`config.mk`:
```
export PLATFORM = sky130hd
export DESIGN_NAME = sdram_rd_burst
export DESIGN_NICKNAME = d
export VERILOG_FILES = /design/src/rtl/sdram_rd_burst.sv
export SDC_FILE = /design/constraint.sdc
export NUM_CORES = 1
export LEC_CHECK = 0
export CAP_MARGIN = 10
export CORE_ASPECT_RATIO = 1.1
export CORE_MARGIN = 3
export CORE_UTILIZATION = 53
export DETAILED_ROUTE_END_ITERATION = 10
export PLACE_DENSITY = 0.87
export RECOVER_POWER = 25
export SLEW_MARGIN = 10
export SYNTH_ARGS = -nofsm -noshare
export SYNTH_HDL_FRONTEND = slang
export SYNTH_SLANG_ARGS = --single-unit
```
`constraint.sdc`:
```
create_clock -name sclk -period 2.7 [get_ports sclk]
set_clock_uncertainty 0.2 [all_clocks]
set_input_delay 0.54 -clock sclk [delete_from_list [all_inputs] [get_ports sclk]]
set_output_delay 0.54 -clock sclk [all_outputs]
set_load 0.01 [all_outputs]
```
`src/rtl/sdram_rd_burst.sv`:
```
// rtl/sdram_rd_burst.sv - SDRAM segment read engine: ACT/READ/PRE sequencing with read-FIFO capture
// Optional SDRAM_RD_PINGPONG_EN: bank_addr toggles between 0 and 1 at every frame_done.
module sdram_rd_burst #(
    parameter int DQ_W      = 16,
    parameter int ROW_W     = 13,
    parameter int COL_W     = 9,
    parameter int BURST_LEN = 4,
    parameter int CAS_LAT   = 3,
    parameter int T_RCD     = 3,
    parameter int T_RP      = 3,
    parameter int SEG_LEN   = 256,
    parameter int ROW_LAST  = 1440
) (
    input  logic             sclk,
    input  logic             s_rst_n,
    input  logic             rd_trig,
    input  logic             rd_en,
    input  logic             ref_req,
    input  logic             rfifo_afull,
    input  logic [DQ_W-1:0]  sdram_dq,
    output logic             rd_req,
    output logic             flag_rd_end,
    output logic             rd_busy,
    output logic             frame_done,
    output logic [3:0]       rd_cmd,
    output logic [ROW_W-1:0] rd_addr,
    output logic [1:0]       bank_addr,
    output logic             rfifo_wr_en,
    output logic [DQ_W-1:0]  rfifo_wr_data
);
    localparam logic [3:0] CMD_NOP = 4'b0111;
    localparam logic [3:0] CMD_ACT = 4'b0011;
    localparam logic [3:0] CMD_RD  = 4'b0101;
    localparam logic [3:0] CMD_PRE = 4'b0010;

    localparam int CNT_MAX = (T_RCD > T_RP) ? T_RCD : T_RP;
    localparam int CNT_W   = $clog2(CNT_MAX + 1);
    localparam int BC_W    = $clog2(BURST_LEN) + 1;
    localparam int WIN_W   = $clog2(BURST_LEN + 1);
    localparam int REM_W   = $clog2(SEG_LEN + 1);

    localparam logic [CNT_W-1:0] RCD_LAST = CNT_W'(T_RCD - 1);
    localparam logic [CNT_W-1:0] RP_LAST  = CNT_W'(T_RP - 1);
    localparam logic [BC_W-1:0]  BC_LAST  = BC_W'(BURST_LEN - 1);
    localparam logic [COL_W-1:0] COL_STEP = COL_W'(BURST_LEN);
    localparam logic [COL_W-1:0] COL_LAST = COL_W'((2 ** COL_W) - BURST_LEN);
    localparam logic [ROW_W-1:0] ROW_END  = ROW_W'(ROW_LAST);
    localparam logic [ROW_W-1:0] A10_ALL  = ROW_W'(1 << 10);
    localparam logic [REM_W-1:0] REM_SEG  = REM_W'(SEG_LEN);
    localparam logic [REM_W-1:0] REM_STEP = REM_W'(BURST_LEN);
    localparam logic [WIN_W-1:0] WIN_LOAD = WIN_W'(BURST_LEN);

    typedef enum logic [4:0] {
        S_IDLE = 5'b00001,
        S_REQ  = 5'b00010,
        S_ACT  = 5'b00100,
        S_RD   = 5'b01000,
        S_PRE  = 5'b10000
    } state_t;

    state_t             state_q, state_d;
    logic [CNT_W-1:0]   cnt_q, cnt_d;
    logic [BC_W-1:0]    bcnt_q, bcnt_d;
    logic [ROW_W-1:0]   row_q, row_d;
    logic [COL_W-1:0]   col_q, col_d;
    logic [REM_W-1:0]   rem_q, rem_d;
    logic               row_end_q, row_end_d;
    logic [1:0]         bank_q, bank_d;
    logic               armed_q, armed_d;
    logic [WIN_W-1:0]   win_cnt_q, win_cnt_d;
    logic [CAS_LAT-1:0] vld_sr_q, vld_sr_d;

    logic               rd_req_q, rd_req_d;
    logic               flag_rd_end_q, flag_rd_end_d;
    logic               rd_busy_q, rd_busy_d;
    logic               frame_done_q, frame_done_d;
    logic [3:0]         rd_cmd_q, rd_cmd_d;
    logic [ROW_W-1:0]   rd_addr_q, rd_addr_d;
    logic [1:0]         bank_addr_q, bank_addr_d;
    logic               rfifo_wr_en_q, rfifo_wr_en_d;
    logic [DQ_W-1:0]    rfifo_wr_data_q, rfifo_wr_data_d;

    logic               boundary;
    logic               rd_issue;
    logic               frame_hit;
    logic               release_bus;

    always_ff @(posedge sclk or negedge s_rst_n) begin
        if (!s_rst_n) begin
            state_q         <= S_IDLE;
            cnt_q           <= '0;
            bcnt_q          <= '0;
            row_q           <= '0;
            col_q           <= '0;
            rem_q           <= '0;
            row_end_q       <= 1'b0;
            bank_q          <= '0;
            armed_q         <= 1'b0;
            win_cnt_q       <= '0;
            vld_sr_q        <= '0;
            rd_req_q        <= 1'b0;
            flag_rd_end_q   <= 1'b0;
            rd_busy_q       <= 1'b0;
            frame_done_q    <= 1'b0;
            rd_cmd_q        <= CMD_NOP;
            rd_addr_q       <= '0;
            bank_addr_q     <= '0;
            rfifo_wr_en_q   <= 1'b0;
            rfifo_wr_data_q <= '0;
        end else begin
            state_q         <= state_d;
            cnt_q           <= cnt_d;
            bcnt_q          <= bcnt_d;
            row_q           <= row_d;
            col_q           <= col_d;
            rem_q           <= rem_d;
            row_end_q       <= row_end_d;
            bank_q          <= bank_d;
            armed_q         <= armed_d;
            win_cnt_q       <= win_cnt_d;
            vld_sr_q        <= vld_sr_d;
            rd_req_q        <= rd_req_d;
            flag_rd_end_q   <= flag_rd_end_d;
            rd_busy_q       <= rd_busy_d;
            frame_done_q    <= frame_done_d;
            rd_cmd_q        <= rd_cmd_d;
            rd_addr_q       <= rd_addr_d;
            bank_addr_q     <= bank_addr_d;
            rfifo_wr_en_q   <= rfifo_wr_en_d;
            rfifo_wr_data_q <= rfifo_wr_data_d;
        end
    end

    // A boundary is the cycle that decides what the next cycle shows: READ, hold, or PRE.
    always_comb begin
        state_d     = state_q;
        cnt_d       = cnt_q;
        bcnt_d      = bcnt_q;
        row_d       = row_q;
        col_d       = col_q;
        rem_d       = rem_q;
        row_end_d   = row_end_q;
        bank_d      = bank_q;
        armed_d     = 1'b1;
        rd_issue    = 1'b0;
        frame_hit   = 1'b0;
        release_bus = 1'b0;
        boundary    = ((state_q == S_ACT) && (cnt_q == RCD_LAST)) ||
                      ((state_q == S_RD) && (bcnt_q == BC_LAST));

        unique case (state_q)
            S_IDLE: begin
                if (rd_trig && armed_q) begin
                    state_d = S_REQ;
                    rem_d   = REM_SEG;
                end
            end
            S_REQ: begin
                if (rd_en) begin
                    state_d   = S_ACT;
                    cnt_d     = '0;
                    row_end_d = 1'b0;
                end
            end
            S_ACT: cnt_d = cnt_q + 1'b1;
            S_RD:  bcnt_d = bcnt_q + 1'b1;
            S_PRE: begin
                cnt_d = cnt_q + 1'b1;
                if (cnt_q == RP_LAST) begin
                    if (rem_q != '0 && ref_req) begin
                        state_d     = S_REQ;
                        release_bus = 1'b1;
                    end else if (rem_q != '0) begin
                        state_d   = S_ACT;
                        cnt_d     = '0;
                        row_end_d = 1'b0;
                    end else begin
                        state_d     = S_IDLE;
                        release_bus = 1'b1;
                    end
                end
            end
            default: state_d = S_IDLE;
        endcase

        if (boundary) begin
            if (rem_q == '0 || row_end_q || ref_req) begin
                state_d = S_PRE;
                cnt_d   = '0;
            end else if (rfifo_afull) begin
                state_d = S_RD;
                bcnt_d  = BC_LAST;
            end else begin
                state_d  = S_RD;
                bcnt_d   = '0;
                rd_issue = 1'b1;
            end
        end

        if (rd_issue) begin
            rem_d = rem_q - REM_STEP;
            col_d = col_q + COL_STEP;
            if (col_q == COL_LAST) begin
                row_end_d = 1'b1;
                if (row_q == ROW_END) begin
                    row_d     = '0;
                    frame_hit = 1'b1;
`ifdef SDRAM_RD_PINGPONG_EN
                    bank_d    = {1'b0, ~bank_q[0]};
`endif
                end else begin
                    row_d = row_q + 1'b1;
                end
            end
        end
    end

    // Outputs are registered from next-state values so each command lines up with its state cycle.
    always_comb begin
        rd_cmd_d  = CMD_NOP;
        rd_addr_d = '0;
        if (state_d == S_ACT && cnt_d == '0) begin
            rd_cmd_d  = CMD_ACT;
            rd_addr_d = row_q;
        end else if (rd_issue) begin
            rd_cmd_d  = CMD_RD;
            rd_addr_d = ROW_W'(col_q);
        end else if (state_d == S_PRE && cnt_d == '0) begin
            rd_cmd_d  = CMD_PRE;
            rd_addr_d = A10_ALL;
        end
        rd_req_d        = (state_d == S_REQ);
        rd_busy_d       = (state_d != S_IDLE);
        flag_rd_end_d   = release_bus;
        frame_done_d    = frame_hit;
        bank_addr_d     = bank_q;
        win_cnt_d       = rd_issue ? WIN_LOAD : ((win_cnt_q != '0) ? win_cnt_q - 1'b1 : '0);
        vld_sr_d        = {vld_sr_q[CAS_LAT-2:0], (win_cnt_q != '0)};
        rfifo_wr_en_d   = vld_sr_q[CAS_LAT-1];
        rfifo_wr_data_d = sdram_dq;
    end

    assign rd_req        = rd_req_q;
    assign flag_rd_end   = flag_rd_end_q;
    assign rd_busy       = rd_busy_q;
    assign frame_done    = frame_done_q;
    assign rd_cmd        = rd_cmd_q;
    assign rd_addr       = rd_addr_q;
    assign bank_addr     = bank_addr_q;
    assign rfifo_wr_en   = rfifo_wr_en_q;
    assign rfifo_wr_data = rfifo_wr_data_q;
endmodule

```
* Word level (Yosys, flattened, before mapping)
Index checks and enable logic that the tools add are counted.
** Word-level totals
- Flip-flop bits (word level) :: 87
- Latch bits :: 0
- Memory bits (writable) :: 0
- Memory bits (read-only) :: 0
- Input bits :: 22
- Output and inout bits :: 40
- Logic and storage cells :: 103
- Memories :: 0
** Operators by class
- Add/sub/neg operators :: 6
- $mul :: 0
- Div/mod/pow operators :: 0
- Order comparisons :: 0
- Eq/ne operators :: 13
- Shift operators :: 0
- Multiplexer cells :: 48
- Bitwise operators :: 0
- Reductions and logical operators :: 18
** Operators with widths (count)
- $mux 3 :: 9
- $mux 9 :: 3
- $mux 13 :: 2
- $mux 5 :: 5
- $mux 11 :: 2
- $pmux 5 s4 :: 1
- $mux 1 :: 16
- $mux 2 :: 7
- $add 13x1->13 const B :: 1
- $eq 13x11->1 const B :: 1
- $eq 5x2->1 const B :: 2
- $eq 5x3->1 const B :: 2
- $eq 5x5->1 const B :: 2
- $add 9x3->9 const B :: 1
- $eq 9x9->1 const B :: 1
- $logic_not 9->1 :: 1
- $reduce_bool 9->1 :: 1
- $sub 9x3->9 const B :: 1
- $logic_and 1x1->1 :: 6
- $pmux 2 s3 :: 1
- $eq 5x1->1 const B :: 1
- $eq 5x4->1 const B :: 1
- $ne 5x1->1 const B :: 1
- $mux 4 :: 1
- 12 further kinds :: 16

* Longest topological paths before layout
- Depth in word-level cells :: 12
- Gate-level depth with buffers :: 9
- Mapped depth without buffers :: 8

* Worst setup path after synthesis
OpenSTA, ideal clock, no wires.
- Kind :: flip-flop to flip-flop
- Start point :: register cnt_q[0]
- End point :: register row_q[2]
- Data arrival time :: 2.080 ns
- Data required time :: 2.405 ns
- Setup slack :: 0.325 ns
- Stages on the path, launching flop included :: 10
- Clock period less this slack :: 2.375 ns
- Cell sequence :: dfrtp_1 inv_1 ha_1 and3b_1 o21ai_2 or4_1 buf_2 or2_0 buf_2 o31ai_1
** On the way
- Word-level cells in the longest chain between the ends :: 5
** RTL lines
- start: declaration :: line 62 : logic [CNT_W-1:0] cnt_q, cnt_d;
- start signal: assignment :: line 112 : cnt_q <= cnt_d;
- $eq 2x2->1 :: line 148 : boundary = ((state_q == S_ACT) && (cnt_q == RCD_LAST)) ||
- $logic_and 1x1->1 :: line 148
- $logic_or 1x1->1 :: line 148
- $mux 1 :: line 186 : if (boundary) begin
- $reduce_and 2->1 (no source line)
- end signal: assignment :: line 114 : row_q <= row_d;
- end: declaration :: line 64 : logic [ROW_W-1:0] row_q, row_d;
Every way passes these cells.
A chain may end at the register's enable or synchronous reset.

* Worst setup path after layout
- Start point :: register bcnt_q[0]
- End point :: register row_q[3]
** On the way
- Word-level cells in the longest chain between the ends :: 5
** RTL lines
- start: declaration :: line 63 : logic [BC_W-1:0] bcnt_q, bcnt_d;
- start signal: assignment :: line 113 : bcnt_q <= bcnt_d;
- $eq 3x2->1 :: line 149 : ((state_q == S_RD) && (bcnt_q == BC_LAST));
- $logic_and 1x1->1 :: line 149
- $logic_or 1x1->1 :: line 148
- $mux 1 :: line 186
- $reduce_and 2->1 (no source line)
Every way passes these cells.

==> results list <==
- STA classifies the critical path startpoint as a register.
- Sequential elements use 56.98% of the synthesized area.
* Number of flops mapped to enable cells by yosys: 0
* Worst min path class: reg -> reg
- The worst-case IR drop observed on VDD is 0.3071 mV.
- Tightest Pin Transition: 1.159 ns
- Area used by sequential logic in the layout: between 0.002 and 0.0025 mm^2
- The tree is rooted in a sky130_fd_sc_hd__clkbuf_8.
* H-tree lvl count: 3
- The die covers 0.007838 mm^2.
- The worst path needs around 2.6 ns of the cycle, external delays included.
- Die W: 84.69 um
- Post-synth top cells: 78 x sky130_fd_sc_hd__dfrtp_1, 26 x sky130_fd_sc_hd__nand2_1, 22 x sky130_fd_sc_hd__o21ai_0, 18 x sky130_fd_sc_hd__nand3_1, 17 x sky130_fd_sc_hd__nor2_1
- After synthesis the netlist holds a flip-flop and latch count of 82.
- The first routing iteration left between 100 and 150 violations.
- After synthesis the cells add up to ~0.0036 mm^2.
- Cells fill 71.45% of the core in the end.
- The run finished with clean final reports.
* Total global-route track usage: 21.83%
- Remaining antenna violation count: 0
* Final setup vio count: 0
* Global-route wire length before repair: 13,580 um
- Height of the die: between 90 and 100 um
- WP data required: 2.76 ns
- Area share of the largest cell type after synthesis: 54.07%
- Setup repair after global routing left no endpoint under its margin.
* Power per standard cell area: roughly 600 mW/mm^2
- Ranked by total cell area, the synthesized netlist is headed by sky130_fd_sc_hd__dfrtp_1 54%, sky130_fd_sc_hd__ha_1 3.5%, sky130_fd_sc_hd__o21ai_0 3.1%, sky130_fd_sc_hd__dfstp_2 2.9%, sky130_fd_sc_hd__nand2_1 2.7%.
* TritonCTS buffer count: 9
- After layout, the worst path uses 94.62% of the clock period.
- The worst setup path is captured at a register.
- The hold violation count in the final report was 0.
- Entering global routing, the biggest net connects 49 pins.
- The total overflow left after global routing is 0.
- Max transition margin: a little under a quarter
* Largest buffer count on any clock path: 2
- Number of port buffers: 58
- Post-CTS Setup Bufs: 0
- Fraction of layout instances using a drive strength above 1: 12.22%
- # IOs: 62
- Number of iterations in the first detailed-routing pass: 5
- Antenna violations before repair: 0
- Remaining routing DRC violations: 0
- In the final routed layout, each cell accounts on average for 16.64 um.
- For this run, the number of Yosys warnings is 0.
- By instance count, the leading cell after synthesis is sky130_fd_sc_hd__dfrtp_1.
- In the final design database the tool counted 428 nets.
* Total of hold buffers inserted after clock tree synthesis: 0
- Number of maximum-capacitance violations: 0
* Sum of routed wire length over all layers: 8002 um
- Leakage power: between 2 and 2.5 nW
- Counting distinct cell types in the post-synthesis netlist gives 57.
- Of all flip-flops after synthesis, the portion carrying an async set or reset was 100.0%.
- Peak clock frequency supported by timing: 0.3914 GHz
* Worst hold slack across all endpoints: 0.1549 ns
* Detailed Place HPWL: 5622 um
- Arrival time of the worst setup path: approximately 2.6 ns
- The design draws 2.793 mW.
- Row generation in the floorplan step produced 30 rows.
- The final max-slew violation count is 0.
- Kind of critical path: reg -> reg
- The clock net in this run drives a total of 82 sinks.
* Final instance area: about 0.0046 mm^2
- Area growth syn-to-layout: 26.31%
- After filler insertion, the fill cell instance count of the layout stands at approximately 450.
- Once placement finished, the instance area stood at 0.004347 mm^2.
* Number of instances in the synthesized netlist: approximately 330
- Initial core utilization: 56.57%
- Area taken by multi-input logic gates: 0.001426 mm^2
- Among all flip-flop cells after synthesis, the most frequent one is sky130_fd_sc_hd__dfrtp_1.
* Routed vias: 2,731
- Via-to-Cell Ratio: 5.678
- Clock transition at the registers of the reported paths: 0.09 ns
- After synthesis, the mean cell area works out to between 10 and 15 um^2.
* Gpl congestion: 0.8233
* TritonCTS clock tree: done
* Number of antenna cells inserted: 0
* Largest driver fanout on the critical path: 9
- Via count of the first global-routing pass: 2,775
* Core Region: ~0.0064 mm^2
- The synthesized design spends more area on one cell type than any other, namely sky130_fd_sc_hd__dfrtp_1.
- Clock latency on the worst-skew pair: 0.36 ns
cell usage in the layout (no fill, tap or decap), drive strengths merged, types with 4 or more instances in the layout:
| cell | instances |
|---|---|
| dfrtp | 78 |
| clkdlybuf4s50 | 52 |
| nand2 | 26 |
| o21ai | 24 |
| inv | 21 |
| nand3 | 18 |
| nor2 | 17 |
| buf | 14 |
| nand2b | 10 |
| ha | 10 |
| clkbuf | 10 |
| and2 | 8 |
| nor3 | 8 |
| a21oi | 7 |
| a22o | 7 |
| xor2 | 6 |
| mux2i | 6 |
| xnor2 | 6 |
| o31ai | 6 |
| dlygate4sd3 | 5 |
| conb | 4 |
| dfstp | 4 |
sequential cells by signal, summed over array words and instances, names as in the netlist:
| signal | count |
|---|---|
| rd_addr | 13 |
| vld_sr_q | 3 |
| armed_q | 1 |
| rfifo_wr_en | 1 |
| frame_done | 1 |
| rfifo_wr_data | 16 |
| rd_cmd | 3 |
| col_q | 7 |
| cnt_q | 2 |
| rem_q | 7 |
| row_q | 13 |
| flag_rd_end | 1 |
| rd_req | 1 |
| rd_busy | 1 |
| win_cnt_q | 3 |
| state_q | 5 |
| bcnt_q | 3 |
| row_end_q | 1 |
worst max-delay path, stage by stage, from the launching register on:
cell and delay (ns):
sky130_fd_sc_hd__dfrtp_1 0.38, sky130_fd_sc_hd__ha_1 0.17, sky130_fd_sc_hd__ha_1 0.19, sky130_fd_sc_hd__and3b_1 0.21, sky130_fd_sc_hd__o21ai_2 0.12, sky130_fd_sc_hd__or4_4 0.61, sky130_fd_sc_hd__or2_1 0.34, sky130_fd_sc_hd__o31ai_1 0.24
through the flow:
stage	setup WS [ns]	cells	TNS, ns
2_1_floorplan	0.3247	327	0
3_3_place_gp	-0.1132	465	-0.7765
3_5_place_dp	-0.1703	465	-1.142
4_1_cts	0.1152	481	0
5_1_grt	0.001422	481	0
6_report	0.1453	481	0
metal layers:
layer  share of wire, %  vias up  routed length [um]  track usage, %
met5                  0        -                   0               0
met4                2.2        0                 175           9.235
met3                4.8       18                 382           3.737
met2                 52      106                4144           37.01
met1                 41     1333                3300           27.61
li1                   -     1274                   -               -
power breakdown:
group / internal [mW] / switching, mW / leakage, nW
Combinational: 0.240 / 0.235 / 0.873
Clock: 0.444 / 0.498 / 0.0988
Sequential: 1.31 / 0.0657 / 1.07
what timing repair did:
item,in CTS,in global routing
pin swaps,0,1
endpoints found under the setup margin,2,3
resized for setup,1,2
area by class of cell:
cell class,instances,share of cell area [%]
clock buffers,9,2.717
well taps,80,2.195
inverters,17,1.400
flip-flops and latches,82,45.12
multi-input cells,214,31.28
clock inverters,7,1.811
repair buffers,72,15.48
cell families (layout without fill, tap and decap cells):
group | count (synthesis) | count (layout) | share of synthesized area, %
other | 2 | 4 | 0.2080
AOI/OAI and AO/OA | 63 | 63 | 12.03
muxes | 6 | 6 | 1.664
buffers and inverters | 31 | 105 | 3.951
xor gates and xnor gates | 12 | 12 | 2.912
and+or+nand+nor | 119 | 119 | 18.79
DFF | 82 | 82 | 56.98
adders and majority gates | 10 | 10 | 3.466
worst paths after layout:
path	startpoint	endpoint	slack [ns]	depth (start not counted)
max in group asynchronous	s_rst_n	state_q[0]	1.27	2
worst min register to register	vld_sr_q[2]	rfifo_wr_en	0.15	0
min in group asynchronous	s_rst_n	rfifo_wr_data[2]	0.20	1
worst max register to register	bcnt_q[0]	row_q[3]	0.15	7
worst min-delay path	vld_sr_q[2]	rfifo_wr_en	0.15	0
worst max-delay path	bcnt_q[0]	row_q[3]	0.15	7
(Power assumes the default switching activity.)
